[src/rtl/sfu_seq.sv]
// sfu_seq: sequences psum SRAM reads into the per-column SFU array, applies
// ReLU through the SFU loopback and writes each finished pixel row to output
// SRAM. One start pulse processes NUM_O pixels of NUM_KIJ partial sums each.
// Build option: define SFU_SEQ_RELU_EN to include the ReLU pass; when it is
// undefined the raw accumulated sums are written (one cycle less per pixel).
module sfu_seq #(
  parameter int unsigned psum_bw = 16,
  parameter int unsigned col     = 8,
  parameter int unsigned NUM_KIJ = 9,
  parameter int unsigned NUM_O   = 16,
  parameter int unsigned PSUM_AW = 8,
  parameter int unsigned OUT_AW  = 4
) (
  input  logic                     clk,
  input  logic                     rst_n,
  input  logic                     start,
  output logic                     busy,
  output logic                     done,
  output logic                     psum_ren,
  output logic [PSUM_AW-1:0]       psum_addr,
  input  logic [col*psum_bw-1:0]   psum_rdata,
  output logic                     sfu_clr,
  output logic                     acc_valid,
  output logic                     relu_valid,
  output logic [col*psum_bw-1:0]   sfu_in,
  input  logic [col*psum_bw-1:0]   sfu_out,
  output logic                     out_wen,
  output logic [OUT_AW-1:0]        out_addr,
  output logic [col*psum_bw-1:0]   out_wdata
);

  localparam int unsigned KIJ_W = (NUM_KIJ > 1) ? $clog2(NUM_KIJ) : 1;
  localparam int unsigned O_W   = (NUM_O > 1) ? $clog2(NUM_O) : 1;

  typedef enum logic [2:0] {
    S_IDLE,
    S_CLR,
    S_READ,
    S_DRAIN,
    S_RELU,
    S_WRITE,
    S_DONE
  } state_t;

  state_t           state;
  logic [KIJ_W-1:0] kij;
  logic [O_W-1:0]   o_idx;

  // psum row address for a kernel position / pixel pair
  function automatic logic [PSUM_AW-1:0] rd_addr(input logic [KIJ_W-1:0] k,
                                                 input logic [O_W-1:0]   oi);
    return PSUM_AW'(32'(k) * NUM_O + 32'(oi));
  endfunction

  // Sequencer FSM; every control output is registered alongside the state
  always_ff @(posedge clk or negedge rst_n) begin
    if (!rst_n) begin
      state     <= S_IDLE;
      kij       <= '0;
      o_idx     <= '0;
      busy      <= 1'b0;
      done      <= 1'b0;
      psum_ren  <= 1'b0;
      psum_addr <= '0;
      sfu_clr   <= 1'b0;
      acc_valid <= 1'b0;
      out_wen   <= 1'b0;
      out_addr  <= '0;
`ifdef SFU_SEQ_RELU_EN
      relu_valid <= 1'b0;
`endif
    end else begin
      done      <= 1'b0;
      sfu_clr   <= 1'b0;
      psum_ren  <= 1'b0;
      out_wen   <= 1'b0;
      // read data arrives one cycle after the request, so accumulate then
      acc_valid <= psum_ren;
`ifdef SFU_SEQ_RELU_EN
      relu_valid <= 1'b0;
`endif
      case (state)
        S_IDLE: begin
          if (start) begin
            state   <= S_CLR;
            busy    <= 1'b1;
            sfu_clr <= 1'b1;
            kij     <= '0;
          end
        end
        S_CLR: begin
          state     <= S_READ;
          kij       <= '0;
          psum_ren  <= 1'b1;
          psum_addr <= rd_addr('0, o_idx);
        end
        S_READ: begin
          if (kij == KIJ_W'(NUM_KIJ - 1)) begin
            state <= S_DRAIN;
            kij   <= '0;
          end else begin
            kij       <= kij + KIJ_W'(1);
            psum_ren  <= 1'b1;
            psum_addr <= rd_addr(kij + KIJ_W'(1), o_idx);
          end
        end
        S_DRAIN: begin
`ifdef SFU_SEQ_RELU_EN
          state      <= S_RELU;
          relu_valid <= 1'b1;
`else
          state    <= S_WRITE;
          out_wen  <= 1'b1;
          out_addr <= OUT_AW'(o_idx);
`endif
        end
`ifdef SFU_SEQ_RELU_EN
        S_RELU: begin
          state    <= S_WRITE;
          out_wen  <= 1'b1;
          out_addr <= OUT_AW'(o_idx);
        end
`endif
        S_WRITE: begin
          if (o_idx == O_W'(NUM_O - 1)) begin
            state <= S_DONE;
            done  <= 1'b1;
            o_idx <= '0;
          end else begin
            state   <= S_CLR;
            sfu_clr <= 1'b1;
            o_idx   <= o_idx + O_W'(1);
          end
        end
        S_DONE: begin
          state <= S_IDLE;
          busy  <= 1'b0;
          kij   <= '0;
          o_idx <= '0;
        end
        default: begin
          state <= S_IDLE;
          busy  <= 1'b0;
        end
      endcase
    end
  end

`ifndef SFU_SEQ_RELU_EN
  assign relu_valid = 1'b0;
`endif

  // SFU input mux: psum stream while accumulating, SFU loopback during ReLU
  always_comb begin
    sfu_in = '0;
    if (acc_valid) begin
      sfu_in = psum_rdata;
    end else if (relu_valid) begin
      sfu_in = sfu_out;
    end
  end

  // Output row is whatever the SFUs hold in the write cycle
  assign out_wdata = out_wen ? sfu_out : '0;

endmodule
[config.mk]
export PLATFORM = sky130hd
export DESIGN_NAME = sfu_seq
export DESIGN_NICKNAME = d
export VERILOG_FILES = /design/src/rtl/sfu_seq.sv
export SDC_FILE = /design/constraint.sdc
export NUM_CORES = 1
export LEC_CHECK = 0
export BUFFER_PORTS_ARGS = -buffer_cell sky130_fd_sc_hd__clkbuf_2
export CAP_MARGIN = 25
export CORE_AREA = 2 2 208 210
export CTS_BUF_LIST = sky130_fd_sc_hd__clkbuf_4
export CTS_CLUSTER_DIAMETER = 50
export DETAILED_ROUTE_END_ITERATION = 8
export DIE_AREA = 0 0 210 212
export SLEW_MARGIN = 15
export SYNTH_ARGS = -nofsm -noshare
export SYNTH_HDL_FRONTEND = slang
export SYNTH_SLANG_ARGS = --single-unit
[constraint.sdc]
create_clock -name clk -period 5.4 [get_ports clk]
set_input_delay 1.62 -clock clk [delete_from_list [all_inputs] [get_ports clk]]
set_output_delay 1.62 -clock clk [all_outputs]
set_load 0.03 [all_outputs]
# [Word level (Yosys, flattened, before mapping)]
# Cells that the tools add are included.
[word_totals] word_cells=58 reg_bits=29 input_bits=259
[classes] n_reduce_logical=10 mux=23 n_addsub=3 n_bitwise=1 n_eq_ne=10
[op_table] operator="$mux W128" count=2
[op_table] operator="$pmux W8 S2" count=1
[op_table] operator="$pmux W3 S5" count=1
[op_table] operator="$mux W4" count=3
[op_table] operator="$pmux W4 S3" count=1
[op_table] operator="$mux W3" count=3
[op_table] operator="$add A4 B1 Y4 const B" count=2
[op_table] operator="$add A8 B4 Y8" count=1
[op_table] operator="$eq A4 B4 Y1 const B" count=2
[op_table] operator="$mux W8" count=1
[op_table] operator="$pmux W4 S2" count=1
[op_table] operator="$reduce_and A2 Y1" count=4
[op_table] operator="$mux W1" count=7
[op_table] operator="$eq A3 B2 Y1 const B" count=2
[op_table] operator="$eq A3 B3 Y1 const B" count=2
[op_table] operator="$ne A2 B2 Y1 const B" count=3
[op_table] operator="$pmux W1 S2" count=3
[op_table] operator="$reduce_bool A2 Y1" count=2
[op_table] operator="$reduce_or A4 Y1" count=1
[op_table] operator="$eq A3 B1 Y1 const B" count=1
[op_table] operator="$logic_not A3 Y1" count=1
[op_table] operator="$reduce_bool A3 Y1" count=1
[op_table] operator="$reduce_or A2 Y1" count=1
[op_table] operator="$not A1 Y1" count=1

# [Logic depth before layout (Yosys ltp)]
# Gate-level depths: netlist of the first run.
[logic_depth] depth_word=4 ltp_mapped=6

# [Worst setup path before layout of the first run]
# OpenSTA, ideal clock, no wires.
[synth_path] kind="input-to-output" startpoint="input port sfu_out[0]" endpoint="output port out_wdata[0]" arrival_ns=1.901 slack_ns=1.879 cell_stages=1 path_cell_list="and2_1"
[synth_between] elab_chain_cells=1
[synth_rtl] element="start: declaration" line_no="26" text="input logic [col*psum_bw-1:0] sfu_out,"
[synth_rtl] element="$mux W128" line_no="164" text="assign out_wdata = out_wen ? sfu_out : '0;"
[synth_rtl] element="end: declaration" line_no="29" text="output logic [col*psum_bw-1:0] out_wdata"
# No other way between the ends.

# [Worst setup path in the final report of the first run]
[layout_path] startpoint="input port sfu_out[5]" endpoint="output port out_wdata[5]"
# Same word-level chain as after synthesis.

==> results of run 1 <==
critical path: stages:
cell	delay, ns
clkbuf_2	0.11
and2_1	0.27
clkbuf_2	0.27
worst min path at each step:
stage | from | to | slack, ns | cells after the start
6_report | psum_ren$_DFF_PN0_ | acc_valid$_DFF_PN0_ | 0.38 | 0
5_1_grt | psum_ren$_DFF_PN0_ | acc_valid$_DFF_PN0_ | 0.40 | 0
4_1_cts | psum_ren$_DFF_PN0_ | acc_valid$_DFF_PN0_ | 0.39 | 0
3_5_place_dp | psum_ren$_DFF_PN0_ | acc_valid$_DFF_PN0_ | 0.37 | 0
3_3_place_gp | psum_ren$_DFF_PN0_ | acc_valid$_DFF_PN0_ | 0.36 | 0
2_1_floorplan | kij[3]$_DFFE_PN0P_ | kij[3]$_DFFE_PN0P_ | 0.51 | 1
kinds of logic after synthesis:
kind of cell,count (synthesis)
AO/OA/AOI/OAI,29
XOR/XNOR,3
adder cells (fa/ha/maj),3
buffers and inverters,41
flip-flops,29
multiplexers,10
other,1
AND/OR/NAND/NOR,282
sequential cells by signal (all words and copies together), names as in the netlist:
signal,count
busy,1
psum_ren,1
out_addr,4
acc_valid,1
o_idx,4
out_wen,1
sfu_clr,1
state,3
done,1
kij,4
psum_addr,8
synth_stat cells, drive strengths merged, types with 3 or more instances:
library cell  number
nor2               3
o2bb2ai            3
clkbuf            31
dfrtp             29
and3               3
inv                6
ha                 3
and2             257
mux2              10
buf                4
nand3              4
o21ai             13
nand2              6
metrics by stage:
stage               power [mW]  worst slack [ns]  cells  cell area [um2]
floorplan                0.224              1.88    398             3050
global placement         0.312              1.45   1443             6260
detailed placement       0.315              1.47   1443             6260
CTS                      0.492              1.41   1451             6340
global route             0.518              1.22   1456             6350
finish                   0.484              1.51   1460             6360
power groups by stage:
stage	Clock [mW]	Combinational [mW]	Sequential, mW
global route	0.197	0.103	0.217
floorplan	0	0.00221	0.221
detailed placement	0	0.0935	0.221
finish	0.174	0.0928	0.217
CTS	0.181	0.0939	0.217
global placement	0	0.0911	0.221
layout make-up:
type                       instances  area [um2]
multi-input combinational        328        2150
antenna                            9        22.5
clock buffer                       6        45.0
clock inverter                     2        33.8
timing repair buffer             534        2680
tap                              546         683
fill                            4838       36100
sequential                        29         728
inverter                           6        22.5
per-layer routing:
layer	global-route usage	part of all wire	vias up
li1	-	-	2266
met1	0.123	0.43	2171
met2	0.142	0.42	251
met3	0.0677	0.13	34
met4	0.0157	0.015	24
met5	0	0.0066	-
==> reports/qor.csv, run 1 <==
stage;metric;value;unit
pwr;switching_share;0.209;
clock_network;cts_buffer_depth;2;
timing;worst_hold_slack;0.381;ns
clock_network;cts_resized;0;
clock_network;postCtsSetupBuffers;0;
floorplan;die_area;44500;um2
timing;clock_skew;0.00494;ns
detailed_routing;vias_per_cell;3.25;
critical_path;worstPathArrival;2.27;ns
clock_network;htreeDepth;2;
timing;timing.slew.headroom;0.444;
floorplan;io_pins;534;
timing;fmax;257;MHz
clock_network;cts_buffers;5;
yosys;synth_compound_area_frac;0.0653;
timing;tightest_slew;0.834;ns
floorplan;dieHeight;212;um
placement;port_buffers;532;
pwr;clock_power_share;0.360;
yosys;synthXorXnorAreaFrac;0.00863;
timing;slew_violations;0;
final_layout;fin_util;0.150;
grt;grt_usage;0.0989;
grt;grt_max_degree;90;
final_layout;mostFrequentLayoutCell;clkbuf_2;
pwr;p_leak;3.75;nW
detailed_routing;drtIter0Drc;185;
grt;antenna_found_initial;24;
clock_network;cts_hold_buf;0;
detailed_routing;antenna_left;0;
floorplan;coreArea;42500;um2
final_layout;area_growth;109;%
yosys;synth_top_family_by_area;simple AND/OR/NAND/NOR gates;
final_layout;fin_nets;1166;
critical_path;r2r_end;psum_addr[2]$_DFFE_PN0P_;
yosys;synth-async-reset-ratio;1.00;
clock_network;insertion_delay;0.32;ns
yosys;yosysTopAreaCellShare;0.526;
yosys;ys_seq_area_frac;0.238;
timing;hold_violations;0;
yosys;synth.distinct_cells;35;
detailed_routing;wl_per_cell;16.7;um
clock_network;numClockSinks;29;
pwr;p_seq_frac;0.448;
detailed_routing;dr.pass1.iters;4;
critical_path;cp_max_fo;1;
critical_path;endpoint_kind;primary output;
yosys;synth_nets;660;
outcome;outcome;finished, final reports clean;
critical_path;r2r_cells;5;
yosys;syn_inst;398;
placement;hpwl;22000;um
grt;grt_pass1_vias;4272;
yosys;ys_warn_count;0;
clock_network;path_clk_slew;0.09;ns
yosys;yosys.area.top_type;and2_1;
yosys;yosys.area_share.simple;0.575;
critical_path;r2r_start;kij[0]$_DFFE_PN0P_;
critical_path;crit_type;primary input to primary output;
timing;final.min_clock_period;3.89;ns
pwr;p_int;0.383;mW
yosys;synth_edf_count;0;
yosys;syn_area;3050;um2
critical_path;crit_path_start_kind;primary input;
timing;setup_viol;0;
detailed_routing;drt_wl_total;24300;um
timing;period_share;0.721;
yosys;synthAdderAreaFrac;0.0123;
timing;grt_setup_unrepaired;no;
pwr;p_sw;0.101;mW
yosys;ys_seq_elements;29;
final_layout;drive_above_1_share;0.614;
yosys;synthMuxAreaShare;0.0419;
grt;grt_pass1_wl;31000;um
critical_path;crit_path_end;out_wdata[5];
critical_path;crit_start;sfu_out[5];
floorplan;die_w;210;um
critical_path;reg2reg_setup_slack;3.49;ns
pwr;peakVddDrop;0.0813;mV
run;drv_cap;0;
clock_network;cts_tree;built;
timing;fin_setup_tns;0;ns
yosys;synth_flop_cell;dfrtp_1;
pwr;p_per_area;76.1;nW/um2
yosys;syn_area_per_cell;7.65;um2
grt;overflow;0;
placement;gp_congestion;0.914;
detailed_routing;vias;4746;
pwr;combPwrFrac;0.192;
critical_path;critPathRequiredTime;3.78;ns
floorplan;rows;76;
yosys;yosys-top-cells-area;and2_1 (53%), dfrtp_1 (24%), clkbuf_1 (3.8%), mux2_2 (2.2%), o21ai_0 (2.1%);
hold_path;hold_path.class;register to register;
clock_network;root_buffer;clkbuf_4;
floorplan;initial_core_util;0.0716;
detailed_routing;drc_errors;0;
final_layout;mostFrequentLayoutCells;clkbuf_2 (532), and2_1 (256), dfrtp_1 (27);
Note: power is estimated with default switching activity, not from simulation.
==> run 2, diff against run 1 <==
CORE_AREA = 2 2 209 211   (was 2 2 208 210)
DIE_AREA = 0 0 211 213   (was 0 0 210 212)
clock period = 3.45 ns   (was 5.4 ns; I/O delays follow)
==> run 2 against run 1 <==
  * Sequential share of layout area barely moved
  * Register-to-register slack got worse by 2.0 ns
  * Worst hold slack improved by 0.0057 ns
  * Die area rose by 0.95%
  * Largest cell class unchanged
==> reports/qor.csv, run 2 (synthesis results as in run 1) <==
stage;metric;value;unit
placement;hpwl;22200;um
critical_path;endpoint_kind;primary output;
placement;port_buffers;532;
pwr;p_total;0.685;mW
grt;grt_usage;0.0954;
floorplan;die_area;44900;um2
grt;grt_max_degree;79;
detailed_routing;drt_wl_total;24200;um
timing;fin_setup_tns;0;ns
clock_network;postCtsSetupBuffers;0;
floorplan;io_pins;534;
pwr;peakVddDrop;0.0841;mV
floorplan;dieHeight;213;um
detailed_routing;drtIter0Drc;308;
detailed_routing;vias;4839;
final_layout;drive_above_1_share;0.615;
timing;setup_viol;0;
placement;gp_congestion;0.892;
grt;overflow;0;
detailed_routing;drc_errors;0;
outcome;outcome;finished, final reports clean;
pwr;p_leak;3.75;nW
timing;hold_violations;0;
clock_network;insertion_delay;0.33;ns
timing;grt_setup_unrepaired;no;
grt;grt_pass1_vias;4247;
run;drv_cap;0;
floorplan;rows;76;
grt;grt_pass1_wl;30000;um
critical_path;cp_max_fo;60;
timing;final.min_clock_period;2.98;ns
clock_network;path_clk_slew;0.09;ns
final_layout;fin_util;0.149;
floorplan;initial_core_util;0.0713;
clock_network;cts_tree;built;
clock_network;cts_buffer_depth;2;
clock_network;cts_hold_buf;0;
clock_network;cts_resized;0;
timing;fmax;335;MHz
detailed_routing;antenna_left;0;
detailed_routing;wl_per_cell;16.6;um
final_layout;mostFrequentLayoutCell;clkbuf_2;
timing;slew_violations;0;
timing;period_share;0.865;
clock_network;numClockSinks;29;
final_layout;area_growth;109;%
final_layout;largest_reg_flops;8;
final_layout;top_register;psum_addr;
critical_path;crit_type;register to primary output;
critical_path;crit_path_start_kind;register;
clock_network;cts_buffers;5;
final_layout;fin_nets;1169;
grt;antenna_found_initial;20;
critical_path;worstPathArrival;1.95;ns
detailed_routing;vias_per_cell;3.31;
final_layout;mostFrequentLayoutCells;clkbuf_2 (532), and2_1 (256), dfrtp_1 (27);
timing;clock_skew;0.0102;ns
timing;tightest_slew;0.723;ns
clock_network;root_buffer;clkbuf_4;
floorplan;coreArea;42700;um2
detailed_routing;dr.pass1.iters;4;
floorplan;die_w;211;um
timing;timing.slew.headroom;0.518;
hold_path;hold_path.class;register to register;
pwr;p_per_area;108;nW/um2
clock_network;htreeDepth;2;
critical_path;critPathRequiredTime;2.41;ns
-- run 2: per-stage QoR --
stage / setup slack, ns / hold slack, ns / cells / area [um2]
2_1_floorplan: 1.09 / 0.509 / 398 / 3050
5_1_grt: 0.356 / 0.400 / 1459 / 6350
4_1_cts: 0.442 / 0.391 / 1454 / 6340
3_5_place_dp: 0.690 / 0.369 / 1446 / 6290
3_3_place_gp: 0.678 / 0.364 / 1446 / 6290
6_report: 0.466 / 0.387 / 1461 / 6360
-- run 2: area by class of cell --
cell class | count | area [um2]
Fill cell | 4832 | 36300
Timing Repair Buffer | 537 | 2710
Multi-Input combinational cell | 328 | 2150
Sequential cell | 29 | 728
Tap cell | 546 | 683
Clock buffer | 5 | 37.5
Inverter | 6 | 22.5
Antenna cell | 7 | 17.5
Clock inverter | 3 | 12.5
-- run 2: critical path: stages, from the launching register on --
cell and delay, ns:
dfrtp_2 0.84, buf_12 0.28, and2_1 0.23, clkbuf_2 0.24
-- run 2: power by group --
group	switching, mW	internal, mW	leakage (nW)	total, mW
logic	0.0502	0.102	3.36	0.152
clock network	0.120	0.0735	0.0301	0.194
registers	0	0.340	0.367	0.340
total	0.170	0.515	3.75	0.685
-- run 2: path summary, 6_finish.rpt --
kind	slack [ns]	cells after the start	endpoint	startpoint
min in group asynchronous	0.74	1	sfu_clr$_DFF_PN0_	rst_n
worst min-delay path	0.39	0	acc_valid$_DFF_PN0_	psum_ren$_DFF_PN0_
worst min register to register	0.39	0	acc_valid$_DFF_PN0_	psum_ren$_DFF_PN0_
worst max register to register	1.48	5	psum_addr[2]$_DFFE_PN0P_	kij[0]$_DFFE_PN0P_
worst max-delay path	0.47	3	out_wdata[112]	out_wen$_DFF_PN0_
max in group asynchronous	2.19	1	acc_valid$_DFF_PN0_	rst_n
-- run 2: layer usage --
metal	track usage	vias to the layer above	wire, um
li1	-	2263	-
met1	0.123	2205	10000
met2	0.130	287	9940
met3	0.0521	56	3000
met4	0.0374	28	1060
met5	0	-	172
